## config.mk

```make
export PLATFORM = sky130hd
export DESIGN_NAME = mem_bus_arbiter
export DESIGN_NICKNAME = d
export VERILOG_FILES = /design/src/rtl/cpu_defs.sv /design/src/rtl/rr_arbiter.sv /design/src/rtl/mem_bus_arbiter.sv
export SDC_FILE = /design/constraint.sdc
export NUM_CORES = 1
export LEC_CHECK = 0
export CAP_MARGIN = 25
export CORE_AREA = 2 2 144 146
export CTS_BUF_LIST = sky130_fd_sc_hd__clkbuf_4
export DETAILED_ROUTE_END_ITERATION = 16
export DIE_AREA = 0 0 146 148
export PLACE_DENSITY = 0.7
export SLEW_MARGIN = 20
export SYNTH_ARGS = -nofsm -noshare
export SYNTH_HDL_FRONTEND = slang
export SYNTH_SLANG_ARGS = --single-unit
```

## constraint.sdc

```tcl
create_clock -name clk -period 3.7 [get_ports clk]
set_input_delay 0.37 -clock clk [delete_from_list [all_inputs] [get_ports clk]]
set_output_delay 0.37 -clock clk [all_outputs]
set_load 0.05 [all_outputs]
```

## src/rtl/cpu_defs.sv

```systemverilog
// Shared types and constants for the memory-bus arbiter and its cache-side clients.
package cpu_defs;

  localparam int LEN_WIDTH = 4;

  typedef enum logic [2:0] {
    ST_IDLE  = 3'd0,
    ST_ADDR  = 3'd1,
    ST_RDATA = 3'd2,
    ST_WDATA = 3'd3,
    ST_WRESP = 3'd4
  } mem_arb_state_t;

  typedef struct packed {
    logic                 we;
    logic [31:0]          addr;
    logic [LEN_WIDTH-1:0] len;
  } mem_burst_req_t;

endpackage

```

## src/rtl/rr_arbiter.sv

```systemverilog
// Combinational grant pick: fixed-priority master first, then round-robin from rr_ptr.
module rr_arbiter #(
  parameter int NUM_MASTERS = 3,
  parameter int PRIO_MASTER = 2,
  parameter int IDX_W       = 2
) (
  input  logic [NUM_MASTERS-1:0] req,
  input  logic [IDX_W-1:0]       rr_ptr,
  output logic [NUM_MASTERS-1:0] grant,
  output logic [IDX_W-1:0]       grant_idx,
  output logic                   grant_valid
);

  logic [IDX_W-1:0] rr_idx;
  logic             rr_valid;

  always_comb begin
    int k;
    k        = 0;
    rr_idx   = '0;
    rr_valid = 1'b0;
    for (int i = 0; i < NUM_MASTERS; i++) begin
      // Scan upward from rr_ptr, wrapping at NUM_MASTERS rather than a power of two.
      k = int'(rr_ptr) + i;
      if (k >= NUM_MASTERS) k = k - NUM_MASTERS;
      if (!rr_valid && req[k]) begin
        rr_valid = 1'b1;
        rr_idx   = IDX_W'(k);
      end
    end
  end

  generate
    if (PRIO_MASTER < NUM_MASTERS) begin : g_prio
      assign grant_idx = req[PRIO_MASTER] ? IDX_W'(PRIO_MASTER) : rr_idx;
    end else begin : g_no_prio
      assign grant_idx = rr_idx;
    end
  endgenerate

  assign grant_valid = rr_valid;

  genvar gi;
  generate
    for (gi = 0; gi < NUM_MASTERS; gi++) begin : g_onehot
      assign grant[gi] = grant_valid && (grant_idx == IDX_W'(gi));
    end
  endgenerate

endmodule

```

## src/rtl/mem_bus_arbiter.sv

```systemverilog
// Shares one burst memory port among the I$, D$ and uncached masters:
// arbitration, address/data/response sequencing and beat counting.
module mem_bus_arbiter #(
  parameter int NUM_MASTERS = 3,
  parameter int PRIO_MASTER = 2,
  parameter int LEN_WIDTH   = cpu_defs::LEN_WIDTH
) (
  input  logic                             clk,
  input  logic                             rst,
  input  logic [NUM_MASTERS-1:0]           m_req,
  input  logic [NUM_MASTERS-1:0]           m_we,
  input  logic [NUM_MASTERS*32-1:0]        m_addr,
  input  logic [NUM_MASTERS*LEN_WIDTH-1:0] m_len,
  output logic [NUM_MASTERS-1:0]           m_ack,
  input  logic [NUM_MASTERS*32-1:0]        m_wdata,
  input  logic [NUM_MASTERS-1:0]           m_wvalid,
  output logic [NUM_MASTERS-1:0]           m_wready,
  output logic [31:0]                      m_rdata,
  output logic [NUM_MASTERS-1:0]           m_rvalid,
  output logic                             m_rlast,
  output logic [NUM_MASTERS-1:0]           m_done,
  output logic                             s_req,
  output logic                             s_we,
  output logic [31:0]                      s_addr,
  output logic [LEN_WIDTH-1:0]             s_len,
  input  logic                             s_ack,
  output logic [31:0]                      s_wdata,
  output logic                             s_wvalid,
  output logic                             s_wlast,
  input  logic                             s_wready,
  input  logic [31:0]                      s_rdata,
  input  logic                             s_rvalid,
  input  logic                             s_rlast,
  input  logic                             s_bvalid,
  output logic                             proto_err
);
  import cpu_defs::*;

  localparam int IDX_W = (NUM_MASTERS > 1) ? $clog2(NUM_MASTERS) : 1;

  mem_arb_state_t       state_reg;
  logic [IDX_W-1:0]     rr_ptr_reg;
  logic [IDX_W-1:0]     grant_reg;
  mem_burst_req_t       burst_reg;
  logic [LEN_WIDTH-1:0] beat_cnt_reg;
  logic                 proto_err_reg;

  mem_burst_req_t       mreq [NUM_MASTERS];
  logic [31:0]          wdata_arr [NUM_MASTERS];
  logic [NUM_MASTERS-1:0] grant_oh;
  logic [NUM_MASTERS-1:0] arb_oh;
  logic [IDX_W-1:0]     arb_idx;
  logic                 arb_valid;
  logic [IDX_W-1:0]     ptr_next;
  logic [LEN_WIDTH-1:0] burst_len;
  logic                 in_addr, in_rd, in_wr, in_wresp;
  logic                 w_fire, last_beat;

  genvar gi;
  generate
    for (gi = 0; gi < NUM_MASTERS; gi++) begin : g_master
      // Burst descriptor length follows cpu_defs::LEN_WIDTH; the cast keeps widths explicit.
      assign mreq[gi].we   = m_we[gi];
      assign mreq[gi].addr = m_addr[gi*32 +: 32];
      assign mreq[gi].len  = $bits(mreq[gi].len)'(m_len[gi*LEN_WIDTH +: LEN_WIDTH]);
      assign wdata_arr[gi] = m_wdata[gi*32 +: 32];
      assign grant_oh[gi]  = (grant_reg == IDX_W'(gi));
    end
  endgenerate

  rr_arbiter #(
    .NUM_MASTERS(NUM_MASTERS),
    .PRIO_MASTER(PRIO_MASTER),
    .IDX_W      (IDX_W)
  ) u_rr_arbiter (
    .req        (m_req),
    .rr_ptr     (rr_ptr_reg),
    .grant      (arb_oh),
    .grant_idx  (arb_idx),
    .grant_valid(arb_valid)
  );

  assign in_addr   = (state_reg == ST_ADDR);
  assign in_rd     = (state_reg == ST_RDATA);
  assign in_wr     = (state_reg == ST_WDATA);
  assign in_wresp  = (state_reg == ST_WRESP);
  assign burst_len = LEN_WIDTH'(burst_reg.len);
  assign last_beat = (beat_cnt_reg == burst_len);
  assign ptr_next  = (grant_reg == IDX_W'(NUM_MASTERS - 1)) ? '0 : grant_reg + 1'b1;

  // Slave side is driven only from the latched descriptor, never from live master inputs.
  assign s_req     = in_addr;
  assign s_we      = in_addr & burst_reg.we;
  assign s_addr    = in_addr ? burst_reg.addr : '0;
  assign s_len     = in_addr ? burst_len : '0;
  assign s_wdata   = in_wr ? wdata_arr[grant_reg] : '0;
  assign s_wvalid  = in_wr & m_wvalid[grant_reg];
  assign s_wlast   = in_wr & last_beat;
  assign w_fire    = s_wvalid & s_wready;

  assign m_ack     = (in_addr && s_ack) ? grant_oh : '0;
  assign m_wready  = (in_wr && s_wready) ? grant_oh : '0;
  assign m_rdata   = in_rd ? s_rdata : '0;
  assign m_rvalid  = (in_rd && s_rvalid) ? grant_oh : '0;
  assign m_rlast   = in_rd & s_rvalid & s_rlast;
  assign m_done    = ((in_rd && s_rvalid && s_rlast) || (in_wresp && s_bvalid)) ? grant_oh : '0;
  assign proto_err = proto_err_reg;

  always_ff @(posedge clk or posedge rst) begin
    if (rst) begin
      state_reg     <= ST_IDLE;
      rr_ptr_reg    <= '0;
      grant_reg     <= '0;
      burst_reg     <= '0;
      beat_cnt_reg  <= '0;
      proto_err_reg <= 1'b0;
    end else begin
      case (state_reg)
        ST_IDLE: begin
          if (arb_valid) begin
            grant_reg <= arb_idx;
            burst_reg <= mreq[arb_idx];
            state_reg <= ST_ADDR;
          end
        end
        ST_ADDR: begin
          if (s_ack) begin
            beat_cnt_reg <= '0;
            state_reg    <= burst_reg.we ? ST_WDATA : ST_RDATA;
          end
        end
        ST_RDATA: begin
          if (s_rvalid) begin
            // s_rlast ends the burst regardless of the count; mismatches only flag.
            if (s_rlast) begin
              if (!last_beat) proto_err_reg <= 1'b1;
              rr_ptr_reg <= ptr_next;
              state_reg  <= ST_IDLE;
            end else if (last_beat) begin
              proto_err_reg <= 1'b1;
            end else begin
              beat_cnt_reg <= beat_cnt_reg + 1'b1;
            end
          end
        end
        ST_WDATA: begin
          if (s_bvalid) proto_err_reg <= 1'b1;
          if (w_fire) begin
            if (last_beat) state_reg <= ST_WRESP;
            else           beat_cnt_reg <= beat_cnt_reg + 1'b1;
          end
        end
        ST_WRESP: begin
          if (s_bvalid) begin
            rr_ptr_reg <= ptr_next;
            state_reg  <= ST_IDLE;
          end
        end
        default: state_reg <= ST_IDLE;
      endcase
    end
  end

endmodule

```

* After elaboration in Yosys (flattened, before gate mapping)
Cells that the tools add are included.
** Cells by class
- Reduce and logical (&&, ||, !) cells :: 20
- Multiplexer cells :: 61
- $add $sub $neg :: 7
- Equal/unequal tests :: 18
- Magnitude comparators :: 9
- Bitwise logic cells :: 8
** Operator list (count)
- $mux W32 :: 8
- $lt A32 B4 Y1 const B :: 3
- $bmux W37 S2 :: 1
- $mux W37 :: 2
- $bmux W32 S2 :: 1
- $ge A32 B3 Y1 const B :: 2
- $sub A32 B3 Y32 const B :: 2
- $mux W3 :: 11
- $mux W4 :: 6
- $mux W1 :: 16
- $mux W2 :: 8
- $pmux W3 S5 :: 1
- $ne A2 B2 Y1 const B :: 7
- $pmux W4 S3 :: 1
- $reduce_and A5 Y1 :: 2
- $bmux W1 S2 :: 4
- $logic_and A1 B1 Y1 :: 7
- $reduce_and A7 Y1 :: 1
- $and A1 B1 Y1 :: 6
- $eq A3 B2 Y1 const B :: 2
- $ge A3 B3 Y1 const B :: 2
- $not A2 Y3 :: 2
- $add A4 B1 Y4 const B :: 1
- $eq A4 B4 Y1 :: 1
- other kinds (23) :: 26
** Word-level totals
- Register bits after elaboration :: 49
- Output and inout bits :: 118

* Logic depth before layout (Yosys ltp)
- Word-level depth :: 17
- Depth in mapped cells :: 10
- Depth with buffers taken out :: 7

* By module
Synthesis repeated with hierarchy kept, for this count alone.
** Second synthesis, totals
- Cells, all modules :: 605
- Area, all modules :: 4411.7 µm²
** Modules (own cells, without submodules)
- mem_bus_arbiter :: sequential area each 1226.2 µm², cells each 574, area an instance 4205.3 µm², instances 1
- rr_arbiter :: sequential area each 0.0 µm², cells each 31, area an instance 206.4 µm², instances 1

* Worst setup path after synthesis
Ideal clock, no wire load.
- Path type :: register to output
- Start :: register state_reg[1]
- End :: output m_done[0]
- Data arrival time :: 2499 ps
- Data required time :: 3330 ps
- Slack :: 831 ps
- Cell stages (with the launch flop) :: 8
- Path through :: dfrtp_1 -> clkbuf_1 -> nor2b_1 -> a22oi_1 -> nor2_1 -> or3_1 -> clkbuf_1 -> nor3_1
** On the way
- Longest elaborated chain between the ends :: 5
** Ends and longest elaborated chain
- start: declaration :: line mem_bus_arbiter.sv:41 : mem_arb_state_t state_reg;
- start signal: assignment :: line mem_bus_arbiter.sv:129 : state_reg <= burst_reg.we ? ST_WDATA : ST_RDATA;
- $eq A3 B2 Y1 :: line mem_bus_arbiter.sv:84 : assign in_rd = (state_reg == ST_RDATA);
- $logic_and A1 B1 Y1 (2 in a row) :: line mem_bus_arbiter.sv:106 : assign m_done = ((in_rd && s_rvalid && s_rlast) || (in_wresp && s_bvalid)) ? grant_oh : '0;
- $logic_or A1 B1 Y1 (*) :: line mem_bus_arbiter.sv:106
- $mux W3 (*) :: line mem_bus_arbiter.sv:106
- end: declaration :: line mem_bus_arbiter.sv:21 : output logic [NUM_MASTERS-1:0] m_done,
Every way passes the cells marked *; elsewhere a longest branch is shown, timed or not.

* Worst setup path in the final report
Same ends and word-level chain as after synthesis.

==> flow_metrics.tcl <==
set metrics [dict create \
    largest_reg_flops 33 \
    synth_compound_area_share_pct 26.0 \
    register_area_um2 1230 \
    fill_cells 2037 \
    syn_inst 672 \
    grt_pass1_wl_um 34300 \
    synth-simple-area-share_pct 27.9 \
    clock_latency_ns 0.41 \
    ir_drop_v 0.000334 \
    postRouteAntennaNets 0 \
    drv_slew 0 \
    hold_viol_final 0 \
    design.core.area_um2 20000 \
    rsz0062_at_grt "no" \
    io_pins 370 \
    path_buf_inv 1 \
    clk_pin_slew_ns 0.17 \
    p_leak_nw 3.45 \
    hold_class "input port to asynchronous set/reset pin" \
    h-tree-depth 2 \
    syn_area_per_cell_um2 7.35 \
    syn_nets 928 \
    cp_top_family "simple AND/OR/NAND/NOR gates" \
    root_buffer "clkbuf_4" \
    wl_um 22100 \
    cp_data_required_time_ns 3.33 \
    drt_iter0_markers 351 \
    slowest_delay_ns 0.83 \
    drv_cap 0 \
    worst_pin_slew_ns 0.924 \
    drtPass1Iterations 4 \
    cts.path.max_buffers 2 \
    post_cts_resize_count 0 \
    path_cells "nor2b_1, a22oi_1, nor2_1, or3_1, nor3_1, clkdlybuf4s50_1" \
    synth_edf_count 0 \
    yosys.area.top_type "dfrtp_1" \
    synth-seq-cells 49 \
    dieArea_um2 21600 \
    synth_area_um2 4940 \
    ys_async_sr_fraction_pct 100 \
    cp_slowest_cell "clkdlybuf4s50_1" \
    cts_hold_buf 0 \
    cp_max_fo 11 \
    areaGrowthSynthToFinish_pct 79.0 \
    synth_most_common_cell "nor2_1" \
    fin_skew_ns 0.0220 \
    worst_r2r_startpoint "rr_ptr_reg[0]" \
    num_rows 52 \
    ys_top_cells_by_area "dfrtp_1, mux2i_1, and2_1, nor2_1, a221o_1" \
    dpl.hpwl_um 16800 \
    post_cts_buffers 0 \
    synth_adder_area_share_pct 1.01 \
    finalNetCount 1259 \
    num_vias 6196 \
    final.period_utilization_pct 89.5 \
    ys_seq_area_share_pct 24.8 \
    yosys.area.top_type_share_pct 24.8 \
    crit_type "register to output port" \
    numPortBuffers 369 \
    final_core_util_pct 44.1 \
    fin_crit_ns 3.31 \
    drive_gt1_share_pct 7.67 \
    synth_top_family_by_area "simple AND/OR/NAND/NOR gates" \
    startpoint "state_reg[1]" \
    gp_congestion 0.862 \
    max-slew-margin-rel_pct 38.1 \
    grt_pass1_vias 6172 \
    endpoint_kind "output port" \
    muxShareOfSynthArea_pct 11.6 \
    ys_types 51 \
    tns_ns 0 \
    worstPathArrival_ns 2.94 \
    synth_ff_type "dfrtp_1" \
    antenna_found_initial 1 \
    status "complete, no violations" \
    die_y_um 148 \
    tritoncts "built" \
    cts_buffers 5 \
    yosys_warnings 0 \
    track_usage_pct 19.6 \
    max_freq_mhz 302 \
    power_density_nw_per_um2 765 \
    fp.dieW_um 146 \
    finalSetupViolations 0 \
    start_util_pct 24.6 \
    drcViolationCount 0 \
    grt_max_degree 39 \
    gr-total-overflow 0 \
    synth_xor_area_share_pct 1.06 \
    cts.sinks 49 \
    netlist_top_cells_count "nor2_1, and2_1, a21oi_1, mux2i_1, nand2_1" \
    start_kind "register" \
    vias_per_cell 4.86 \
    routedWlPerCell_um 17.3 \
    multi_input_area_um2 3370 \
]
## metrics by stage
| step | setup WS [ns] | cell area [um2] | cells | hold slack [ns] | power [mW] |
|---|---|---|---|---|---|
| 2_1_floorplan | 0.831 | 4940 | 672 | 0.474 | 4.78 |
| 3_3_place_gp | 0.613 | 8770 | 1266 | 0.461 | 6.41 |
| 3_5_place_dp | 0.591 | 8770 | 1266 | 0.462 | 6.48 |
| 4_1_cts | 0.385 | 8830 | 1274 | 0.407 | 6.79 |
| 5_1_grt | 0.217 | 8840 | 1275 | 0.430 | 7.22 |
| 6_report | 0.388 | 8840 | 1275 | 0.388 | 6.76 |
## path summary, 6_finish.rpt
kind	end	slack [ns]	depth (start not counted)
setup / recovery	m_done[0]	0.39	6
hold reg to reg	proto_err	0.49	2
min in group clk	grant_reg[1]	0.48	2
max in group asynchronous	rr_ptr_reg[1]	2.55	3
setup reg to reg	burst_reg[15]	0.96	7
hold / removal	burst_reg[4]	0.39	2
## cell families (layout without fill, tap and decap cells)
family / after synthesis / count (layout)
simple gates: 285 / 285
compound gates: 186 / 186
buf+inv: 85 / 417
mux: 57 / 57
flops: 49 / 49
xor+xnor: 6 / 6
fa+ha+maj: 4 / 4
other cells: 0 / 1
## final cells by class
| class | count | share of cell area (%) |
|---|---|---|
| Clock inverter | 1 | 0.0850 |
| Multi-Input combinational cell | 538 | 38.2 |
| Inverter | 21 | 0.892 |
| Antenna cell | 1 | 0.0283 |
| Tap cell | 270 | 3.82 |
| Clock buffer | 7 | 0.595 |
| Sequential cell | 49 | 13.9 |
| Timing Repair Buffer | 388 | 42.5 |
## layer usage
layer / up-vias / part of all wire (%) / GRT usage (%)
li1: 3027 / - / -
met1: 2873 / 41 / 24.0
met2: 275 / 50 / 34.7
met3: 21 / 7.3 / 4.85
met4: 0 / 1.5 / 4.42
met5: - / 0 / 0
## layout by cell type, fill, tap and decap left out, types with 21 or more instances in the layout
cell type	Yosys	final
buf_4	3	49
dfrtp_1	49	48
nand2_1	51	51
nor2_1	104	104
o22a_1	21	21
a21oi_1	56	56
mux2i_1	54	54
and2_1	71	71
a221o_1	37	37
nand3_1	23	23
o21ai_0	47	47
clkdlybuf4s50_1	0	338
## power breakdown
group	internal [mW]	leakage [nW]	switching (mW)	total, mW
sequential	0.793	0.572	0.196	0.989
combinational	2.08	2.85	3.39	5.48
clock	0.0900	0.0324	0.198	0.288
Power figures use the tool's default switching activity.
